### src/rtl/axi_lite_reg_slave.sv
// AXI4-Lite responder exposing NUM_REGS 32-bit read/write registers.
// Independent write (W_IDLE/W_WRITE/W_RESP) and read (R_IDLE/R_DATA) state machines; all outputs registered.
module axi_lite_reg_slave #(
  parameter int ADDR_WIDTH = 32,
  parameter int NUM_REGS   = 16
) (
  input  logic                  ACLK,
  input  logic                  ARESET,
  input  logic [ADDR_WIDTH-1:0] AWADDR,
  input  logic                  AWVALID,
  output logic                  AWREADY,
  input  logic [31:0]           WDATA,
  input  logic [3:0]            WSTRB,
  input  logic                  WVALID,
  output logic                  WREADY,
  output logic [1:0]            BRESP,
  output logic                  BVALID,
  input  logic                  BREADY,
  input  logic [ADDR_WIDTH-1:0] ARADDR,
  input  logic                  ARVALID,
  output logic                  ARREADY,
  output logic [31:0]           RDATA,
  output logic [1:0]            RRESP,
  output logic                  RVALID,
  input  logic                  RREADY
);

  localparam int          IDX_W  = (NUM_REGS > 1) ? $clog2(NUM_REGS) : 1;
  localparam int          AIDX_W = ADDR_WIDTH - 2;
  localparam logic [1:0]  OKAY   = 2'b00;
  localparam logic [1:0]  SLVERR = 2'b10;

  typedef enum logic [1:0] {W_IDLE, W_WRITE, W_RESP} wstate_t;
  typedef enum logic       {R_IDLE, R_DATA}          rstate_t;

  logic [31:0]       r_regs [NUM_REGS];
  wstate_t           r_wstate, w_wstate_nxt;
  rstate_t           r_rstate, w_rstate_nxt;
  logic              r_aw_held, r_w_held;
  logic [AIDX_W-1:0] r_aw_idx;
  logic [31:0]       r_wdata;
  logic [3:0]        r_wstrb;
  logic              r_awready, r_wready, r_bvalid, r_arready, r_rvalid;
  logic [1:0]        r_bresp, r_rresp;
  logic [31:0]       r_rdata;

  logic              w_awready_nxt, w_wready_nxt, w_bvalid_nxt, w_arready_nxt, w_rvalid_nxt;
  logic [1:0]        w_bresp_nxt, w_rresp_nxt;
  logic [31:0]       w_rdata_nxt;

  logic w_aw_hs, w_w_hs, w_b_hs, w_ar_hs, w_r_hs;
  logic w_aw_held_nxt, w_w_held_nxt, w_aw_in_range, w_ar_in_range;
  logic [AIDX_W-1:0] w_ar_idx;
  logic w_unused_addr_bits;

  assign w_aw_hs       = AWVALID & r_awready;
  assign w_w_hs        = WVALID & r_wready;
  assign w_b_hs        = r_bvalid & BREADY;
  assign w_ar_hs       = ARVALID & r_arready;
  assign w_r_hs        = r_rvalid & RREADY;
  assign w_aw_held_nxt = r_aw_held | w_aw_hs;
  assign w_w_held_nxt  = r_w_held | w_w_hs;
  assign w_ar_idx      = ARADDR[ADDR_WIDTH-1:2];
  assign w_aw_in_range = (r_aw_idx < AIDX_W'(NUM_REGS));
  assign w_ar_in_range = (w_ar_idx < AIDX_W'(NUM_REGS));
  assign w_unused_addr_bits = ^{AWADDR[1:0], ARADDR[1:0]};

  // ---------------- write path ----------------
  always_ff @(posedge ACLK) begin
    // NOTE: sequential state uses non-blocking assignments so every flop samples pre-edge values.
    if (ARESET) begin
      r_wstate  <= W_IDLE;
      r_aw_held <= 1'b0;
      r_w_held  <= 1'b0;
      r_aw_idx  <= '0;
      r_wdata   <= '0;
      r_wstrb   <= '0;
      r_awready <= 1'b0;
      r_wready  <= 1'b0;
      r_bvalid  <= 1'b0;
      r_bresp   <= OKAY;
    end else begin
      r_wstate  <= w_wstate_nxt;
      r_awready <= w_awready_nxt;
      r_wready  <= w_wready_nxt;
      r_bvalid  <= w_bvalid_nxt;
      r_bresp   <= w_bresp_nxt;
      if (w_aw_hs) begin
        r_aw_held <= 1'b1;
        r_aw_idx  <= AWADDR[ADDR_WIDTH-1:2];
      end
      if (w_w_hs) begin
        r_w_held <= 1'b1;
        r_wdata  <= WDATA;
        r_wstrb  <= WSTRB;
      end
      if (w_b_hs) begin
        r_aw_held <= 1'b0;
        r_w_held  <= 1'b0;
      end
    end
  end

  always_comb begin
    w_wstate_nxt = r_wstate;
    case (r_wstate)
      W_IDLE:  if (w_aw_held_nxt && w_w_held_nxt) w_wstate_nxt = W_WRITE;
      W_WRITE: w_wstate_nxt = W_RESP;
      W_RESP:  if (w_b_hs) w_wstate_nxt = W_IDLE;
      default: w_wstate_nxt = W_IDLE;
    endcase
  end

  // Next values of the registered write-channel outputs.
  always_comb begin
    // NOTE: every signal gets a default first so no path leaves it unassigned (no latch).
    w_awready_nxt = 1'b0;
    w_wready_nxt  = 1'b0;
    w_bvalid_nxt  = r_bvalid;
    w_bresp_nxt   = r_bresp;
    case (r_wstate)
      W_IDLE: begin
        w_awready_nxt = ~w_aw_held_nxt;
        w_wready_nxt  = ~w_w_held_nxt;
      end
      W_WRITE: begin
        w_bvalid_nxt = 1'b1;
        w_bresp_nxt  = w_aw_in_range ? OKAY : SLVERR;
      end
      W_RESP: begin
        if (w_b_hs) begin
          w_bvalid_nxt  = 1'b0;
          w_awready_nxt = 1'b1;
          w_wready_nxt  = 1'b1;
        end
      end
      default: ;
    endcase
  end

  // NOTE: the register bank is reset explicitly, so it cannot map onto a reset-less RAM macro.
  always_ff @(posedge ACLK) begin
    if (ARESET) begin
      for (int i = 0; i < NUM_REGS; i++) r_regs[i] <= '0;
    end else if (r_wstate == W_WRITE && w_aw_in_range) begin
      for (int b = 0; b < 4; b++)
        if (r_wstrb[b]) r_regs[r_aw_idx[IDX_W-1:0]][8*b +: 8] <= r_wdata[8*b +: 8];
    end
  end

  // ---------------- read path ----------------
  always_ff @(posedge ACLK) begin
    if (ARESET) begin
      r_rstate  <= R_IDLE;
      r_arready <= 1'b0;
      r_rvalid  <= 1'b0;
      r_rdata   <= '0;
      r_rresp   <= OKAY;
    end else begin
      r_rstate  <= w_rstate_nxt;
      r_arready <= w_arready_nxt;
      r_rvalid  <= w_rvalid_nxt;
      r_rdata   <= w_rdata_nxt;
      r_rresp   <= w_rresp_nxt;
    end
  end

  always_comb begin
    w_rstate_nxt = r_rstate;
    case (r_rstate)
      R_IDLE: if (w_ar_hs) w_rstate_nxt = R_DATA;
      R_DATA: if (w_r_hs)  w_rstate_nxt = R_IDLE;
    endcase
  end

  // The bank is sampled before any same-edge write commit lands, so reads see the old value.
  always_comb begin
    w_arready_nxt = 1'b0;
    w_rvalid_nxt  = r_rvalid;
    w_rdata_nxt   = r_rdata;
    w_rresp_nxt   = r_rresp;
    case (r_rstate)
      R_IDLE: begin
        if (w_ar_hs) begin
          w_rvalid_nxt = 1'b1;
          w_rdata_nxt  = w_ar_in_range ? r_regs[w_ar_idx[IDX_W-1:0]] : 32'h0;
          w_rresp_nxt  = w_ar_in_range ? OKAY : SLVERR;
        end else begin
          w_arready_nxt = 1'b1;
        end
      end
      R_DATA: begin
        if (w_r_hs) begin
          w_rvalid_nxt  = 1'b0;
          w_arready_nxt = 1'b1;
        end
      end
    endcase
  end

  assign AWREADY = r_awready;
  assign WREADY  = r_wready;
  assign BVALID  = r_bvalid;
  assign BRESP   = r_bresp;
  assign ARREADY = r_arready;
  assign RVALID  = r_rvalid;
  assign RDATA   = r_rdata;
  assign RRESP   = r_rresp;

endmodule

### config.mk
export PLATFORM = sky130hd
export DESIGN_NAME = axi_lite_reg_slave
export DESIGN_NICKNAME = d
export VERILOG_FILES = /design/src/rtl/axi_lite_reg_slave.sv
export SDC_FILE = /design/constraint.sdc
export NUM_CORES = 1
export LEC_CHECK = 0
export ABC_AREA = 1
export BUFFER_PORTS_ARGS = -buffer_cell sky130_fd_sc_hd__buf_2
export CAP_MARGIN = 25
export CELL_PAD_IN_SITES_DETAIL_PLACEMENT = 1
export CELL_PAD_IN_SITES_GLOBAL_PLACEMENT = 1
export CORE_UTILIZATION = 44
export CTS_CLUSTER_DIAMETER = 200
export CTS_CLUSTER_SIZE = 28
export DETAILED_ROUTE_END_ITERATION = 12
export PLACE_DENSITY = 0.83
export SLEW_MARGIN = 40
export SYNTH_ARGS = -nofsm -noshare
export SYNTH_HDL_FRONTEND = slang
export SYNTH_SLANG_ARGS = --single-unit
### constraint.sdc
create_clock -name ACLK -period 1.87 [get_ports ACLK]
set_clock_uncertainty 0.1 [all_clocks]
set_input_delay 0 -clock ACLK [delete_from_list [all_inputs] [get_ports ACLK]]
set_output_delay 0 -clock ACLK [all_outputs]
set_load 0.01 [all_outputs]
# == Word-level counts from Yosys, hierarchy flattened ==
# Memory sizes are Yosys's and may differ from the RTL's.
# Cells that the tools add are included.
# word_totals
mem_count,1
out_inout_bits,41
input_bits,107
mem_bits_rw,512
regBits,112
elab_cells,85
# op_classes
n_lt_le_gt_ge,2
mux,41
eq_ne,6
bitwise_logic,10
n_reduce_logical,10
# mem_list
name,words,width,rd,rd_clocked_by_memory_dff,write_ports,line_no,text
r_regs,16,32,1,0,16,36,logic [31:0] r_regs [NUM_REGS];
# ops
op,n
two-way mux 32 bit,2
"< comparator 30 x 5 -> 1 bit, second input constant",2
OR reduction 32 bit,1
two-way mux 1 bit,26
case mux 1 bit (2 select lines),6
two-way mux 2 bit,4
two-way mux 4 bit,2
AND reduction 2 bit,4
"!= test 2 bit, second input constant",3
case mux 2 bit (3 select lines),1
AND 1 bit,5
inverter 1 bit,3
"equality test 2 x 1 -> 1 bit, second input constant",1
"equality test 2 bit, second input constant",1
logical AND 1 bit,2
logical NOT 2 bit,1
"!= test 2 x 1 -> 1 bit, second input constant",1
bitwise OR 1 bit,2
nonzero test 2 bit,1
OR reduction 2 bit,1

# == Logic depth before layout (Yosys ltp) ==
# Gate-level depths: netlist of the first run.
# logic_depth
word_depth,7
ltp_mapped,10

# == Worst setup path before layout of the first run ==
# No wires, ideal clock.
# synth_timing
path_type,register to register
start,register r_wstate[0]
end,memory r_regs[3][10] (enable)
setup_time_ns,0.329
t_required_ns,1.441
arrival_time_ns,1.624
n_path_buf,2
synth_period_minus_slack_ns,2.053
path_stages_with_launch,10
setup_slack_ns,-0.183
path_cell_list,dfxtp_1 inv_2 nor2_2 nand4_1 or2_1 nor2_2 buf_6 buf_12 nand3_4 nand2_1
# synth_lines
element,line_no,text
start: declaration,37,"wstate_t r_wstate, w_wstate_nxt;"
start signal: assignment,83,r_wstate <= w_wstate_nxt;
end: declaration,36,

==> results of run 1 <==
## routing by layer
| layer | vias to the layer above | track usage, % | share of wire (%) |
|---|---|---|---|
| met5 | - | 0 | 0.011 |
| met2 | 1663 | 50.5 | 49 |
| met3 | 457 | 2.76 | 9.1 |
| li1 | 10211 | - | - |
| met4 | 2 | 11.1 | 6.1 |
| met1 | 12569 | 38.5 | 36 |
## stage by stage
step	utilization, %	hold slack (ns)
finish	57.5	0.0749
global route	57.5	0.0818
CTS	53.5	0.0428
detailed placement	49.6	0.138
global placement	49.6	0.102
floorplan	-	-0.000937
## layout make-up
class                   count  area [um^2]  share of cell area (%)
clock buffers              47          751                    2.07
diodes                      3         7.51                  0.0207
well taps                 846         1060                    2.91
flip-flops and latches    622        17600                    48.4
inverters                  53          239                   0.658
repair inverters            1         8.76                  0.0241
repair buffers            477         4760                    13.1
clock inverters             1         30.0                  0.0826
multi-input cells        1960        11900                    32.8
## worst paths after layout
kind / from / endpoint / slack [ns] / cells after the start
setup / recovery: r_wstate[0] / r_regs[10][19] / -0.46 / 11
hold / removal: RREADY / RVALID / 0.07 / 3
setup reg to reg: r_wstate[0] / r_regs[10][19] / -0.46 / 11
hold reg to reg: r_wdata[18] / r_wdata[18] / 0.35 / 2
## logic make-up (layout without fill, tap and decap cells)
| kind of cell | after synthesis | in the layout | share of synthesized area (%) |
|---|---|---|---|
| AND/OR/NAND/NOR | 1810 | 1810 | 31.3 |
| flip-flops | 622 | 622 | 62.3 |
| buffers and inverters | 241 | 579 | 3.72 |
| AO/OA/AOI/OAI | 148 | 148 | 2.63 |
| other | 1 | 5 | 0.0133 |
## sequential cells by signal (all words and copies together), names as in the netlist, 2 cells and up
signal	count
r_regs	512
RDATA	32
r_wdata	32
r_aw_idx	30
r_wstrb	4
r_wstate	2
## report_power, final
part / internal (mW) / leakage (nW) / switching, mW / total, mW
registers: 15.5 / 6.18 / 0.318 / 15.8
logic: 1.29 / 5.72 / 3.40 / 4.70
clock network: 2.80 / 0.368 / 4.72 / 7.52
## repair_timing
| item | 4_1_cts | 5_1_grt |
|---|---|---|
| hold endpoints to repair | 110 | 18 |
| pin swaps | 0 | 14 |
| setup endpoints to repair | 984 | 1083 |
| gates cloned | 0 | 9 |
| resized for setup | 43 | 500 |
| setup buffers | 2 | 12 |
| hold buffers | 145 | 1 |
## worst min-delay path, cell delays in order
cell and delay [ns]:
dlygate4sd3_1 0.54, buf_2 0.14, a211oi_1 0.07
## placed cells by master, fill, tap and decap left out, drive strengths merged
master,instances
nand2,633
nor2,622
nand3,548
edfxtp,512
buf,334
dlygate4sd3,136
dfxtp,110
a21oi,79
o21ai,68
clkbuf,54
clkinv,31
inv,23
nand4,4
diode,3
or2,2
conb,2
nor4,1
bufinv,1
a211oi,1
==> summary.md, run 1 <==
| Metric | Value |
|---|---|
| Io pins | 148 |
| Worst Tran Pin Value | 0.729 ns |
| Syn Inst Count | 2822 |
| Clock-pin slew on the worst setup and hold paths | 0.12 ns |
| WP buf/inv | 5 |
| Relative slew slack | 51.4% |
| Placed Area | 31400 um^2 |
| Setup ws final | -0.460 ns |
| Synth cell count leaders | nand2_1, edfxtp_1, nand3_1, nor2_1, nor2_2 |
| Synth area leaders | edfxtp_1, nand3_1, nand2_1, dfxtp_1, nor2_2 |
| Clock Tree Root | clkbuf_16 |
| CTS H-tree depth | 1 |
| Drc violations | 0 |
| DR vias | 24902 |
| YS warnings | 0 |
| CP delay by family, top | simple AND/OR/NAND/NOR gates |
| Cts bufs inserted | 26 |
| Antenna Nets Post-Route | 0 |
| First-pass GRT wire length | 145 mm |
| Synthesized flop and latch total | 622 |
| Chip Width | 255 um |
| CTS sink count | 622 |
| Final Hold Vio Count | 0 |
| Max incr delay on CP | 0.37 ns |
| Unique masters post-synth | 25 |
| Yosys top cell area share | 54.5% |
| Final Cycle Share | 125% |
| Slowest CP cell | dfxtp_2 |
| Synthesized area | 28200 um^2 |
| Total power | 28.0 mW |
| Largest net degree at the start of global routing | 84 |
| Critical path, cell by cell | inv_2 > nor2_4 > nand4_1 > or2_1 > nor2_4 > buf_12 > buf_12 > buf_12 > nand3_4 > buf_12 > nor2_1 |
| Starting DRC count in detailed routing | 3185 |
| Violated checks | negative setup slack |
| Design area | 36300 um^2 |
| Initial antenna violation count | 4 |
| Die Area | 65100 um^2 |
| MaxCap Viol Count | 0 |
| Layout Nets | 3248 |
| Crit Path Category | flip-flop to flip-flop |
| Part of the Yosys area used for sequential elements | 62.3% |
| GPL Wtd Cong | 0.873 |
| RSZ-0062 raised after global routing | true |
| Layout cells sized above 1 | 28.3% |
| TritonCTS clock tree | built |
| Fin cells | 4010 |
| Synth async-reset ratio | 0% |
| Fin Setup TNS | -326.07 ns |
| Pwr/cell area | 772 nW/um^2 |
| Via density | 6.21 |
| Post-DP HPWL | 60.9 mm |
| Initial Util | 44.6% |
| Max clock buf depth | 3 |
| Worst path arrival time | 2.68 ns |
| Placed insts | 3800 |
| Leak | 12.3 nW |
| DRT Pass-1 Iters | 5 |
| Maximum vdd drop | 552 uV |
| Global Route Usage Sum | 29.4% |
| Place WS | -0.212 ns |
| IO buf count | 141 |
| Min Tclk post-route | 2.33 ns |
| Vias in the first global route | 24357 |
| Slew Viols, Final | 0 |
| Core Footprint | 63200 um^2 |
| Most common cell in the netlist | nand2_1 |
| Crit path required time | 2.22 ns |
| Overflow left after global routing | 0 |
| Core Rows | 92 |
| Setup violations, final | 1054 |
| Drt total wl | 116 mm |
| Area growth from synthesis to layout | 28.8% |
| Status | finished, violations left |
| Worst min-delay path category | primary input to flip-flop |
| Worst path most repeated cell | buf_12 |
| Average size of a mapped cell | 10.0 um^2 |
| Yosys top cell by area | edfxtp_1 |
| Fmax | 429 MHz |
| Die Ht | 255 um |
| Worst Setup Start Kind | flip-flop |
| Post-synth EDFFs | 512 |
| CP max FO | 8 |
| Fillers | 6521 |
| Clock insertion delay at the later pin of the skew report | 0.64 ns |
| DR WL/cell | 28.9 um |
| Element type at the critical path end | flip-flop |
| Post-synth top flop | edfxtp_1 |
Power figures use the tool's default switching activity.
==> run 2, diff against run 1 <==
- SKIP_CTS_REPAIR_TIMING: unset -> 1
==> run 2 against run 1 <==
The flow finishes with violations (negative hold slack, negative setup slack). Sequential power about the same. Sequential cell count unchanged. Utilization decreased by 1.3 points. Combinational power decreased by 6.2%. Routed wire length decreased by 8.4%. Power decreased by 1.8%. Global-route usage decreased by 2.7 points. Design area decreased by 2.2%. Maximum frequency increased by 5.9%.
==> summary.md, run 2 (same netlist as run 1, synthesis figures left out) <==
| Metric | Value |
|---|---|
| Status | finished, violations left |
| Violated checks | negative hold slack, negative setup slack |
| Starting DRC count in detailed routing | 2670 |
| CTS sink count | 622 |
| Min Tclk post-route | 2.20 ns |
| Layout Nets | 3234 |
| Design area | 35500 um^2 |
| Fin util | 56.2% |
| DRT Pass-1 Iters | 5 |
| Placed Area | 31400 um^2 |
| Vias in the first global route | 22610 |
| Clock Tree Root | clkbuf_16 |
| Most frequent cells in the layout | nand2_1, edfxtp_1, nand3_1 |
| TritonCTS clock tree | built |
| Clock-pin slew on the worst setup and hold paths | 0.12 ns |
| Net switching power | 8.01 mW |
| Core Footprint | 63200 um^2 |
| Antenna cells | 0 |
| Via density | 5.97 |
| Maximum vdd drop | 607 uV |
| Global Route Usage Sum | 26.7% |
| IO buf count | 141 |
| Sw Share | 29.1% |
| GPL Wtd Cong | 0.873 |
| Setup ws final | -0.330 ns |
| Fin Setup TNS | -241.49 ns |
| Crit path required time | 2.24 ns |
| Largest Register | r_regs |
| Antenna Nets Post-Route | 0 |
| Die Ht | 255 um |
| Most common cell after layout, fill and taps aside | nand2_1 |
| Chip Width | 255 um |
| Relative slew slack | 46.9% |
| Io pins | 148 |
| RSZ-0062 raised after global routing | true |
| MaxCap Viol Count | 0 |
| Int Pwr | 19.5 mW |
| Fmax | 455 MHz |
| Drt total wl | 106 mm |
| CP max FO | 8 |
| Fin cells | 3993 |
| Worst min-delay path category | primary input to flip-flop |
| Crit Path Category | flip-flop to flip-flop |
| Worst hold margin | -0.00204 ns |
| Worst Setup Start Kind | flip-flop |
| Worst Tran Pin Value | 0.796 ns |
| Final Cycle Share | 118% |
| First-pass GRT wire length | 132 mm |
| Total power | 27.5 mW |
| Area growth from synthesis to layout | 26.0% |
| Worst path arrival time | 2.57 ns |
| Final Hold Vio Count | 1 |
| Layout cells sized above 1 | 25.9% |
| Initial antenna violation count | 1 |
| DR WL/cell | 26.6 um |
| Cts bufs inserted | 26 |
| Max clock buf depth | 3 |
| Overflow left after global routing | 0 |
| Clock insertion delay at the later pin of the skew report | 0.63 ns |
| Clk pwr share | 26.7% |
| Placed insts | 3800 |
| Core Rows | 92 |
| Die Area | 65100 um^2 |
| Leak | 12.1 nW |
| Place WS | -0.212 ns |
| CTS H-tree depth | 1 |
| Element type at the critical path end | flip-flop |
| Largest net degree at the start of global routing | 84 |
| DR vias | 23843 |
| Comb pwr share | 16.0% |
| Slew Viols, Final | 0 |
| Flop pwr share | 57.3% |
| Setup violations, final | 1047 |
| Max reg flops | 512 |
| Pwr/cell area | 775 nW/um^2 |
| Initial Util | 44.6% |
| Drc violations | 0 |
| Post-DP HPWL | 60.9 mm |
## run 2: power by group through the flow
| stage | Clock [mW] | Combinational, mW | Sequential, mW |
|---|---|---|---|
| 6_report | 7.34 | 4.41 | 15.8 |
| 5_1_grt | 7.68 | 4.59 | 15.8 |
| 4_1_cts | 7.19 | 3.59 | 15.7 |
| 3_5_place_dp | 0 | 3.57 | 16.1 |
| 3_3_place_gp | 0 | 3.40 | 16.0 |
| 2_1_floorplan | 0 | 2.02 | 16.0 |
## run 2: area by class of cell
| cell class | count | area (um^2) |
|---|---|---|
| well taps | 846 | 1060 |
| clock inverters | 1 | 30.0 |
| flip-flops and latches | 622 | 17600 |
| multi-input cells | 1960 | 11400 |
| inverters | 53 | 218 |
| repair buffers | 464 | 4490 |
| clock buffers | 47 | 751 |
| fillers | 6652 | 27700 |
## run 2: worst max-delay path, cell delays in order (launching register included)
cell and delay [ns]:
dfxtp_2 0.37, inv_2 0.05, nor2_4 0.11, nand4_1 0.09, or2_1 0.28, nor2_4 0.13
buf_12 0.15, buf_12 0.14, buf_4 0.16, nand3_2 0.12, buf_6 0.17, nor2_2 0.16
## run 2: path summary, 6_finish.rpt
path	from	to	slack, ns	depth (start not counted)
worst max register to register	r_wstate[0]	r_regs[10][10]	-0.33	11
worst min-delay path	ARADDR[4]	RDATA[3]	-0.002	6
worst min register to register	r_wdata[18]	r_wdata[18]	0.35	2
worst max-delay path	r_wstate[0]	r_regs[10][10]	-0.33	11
## run 2: layer usage
| layer | up-vias | track usage [%] | share of wire (%) |
|---|---|---|---|
| met5 | - | 0 | 0.012 |
| met4 | 2 | 7.32 | 4.7 |
| met3 | 328 | 2.86 | 8.9 |
| met2 | 1371 | 45.2 | 49 |
| met1 | 11980 | 36.4 | 37 |
| li1 | 10162 | - | - |
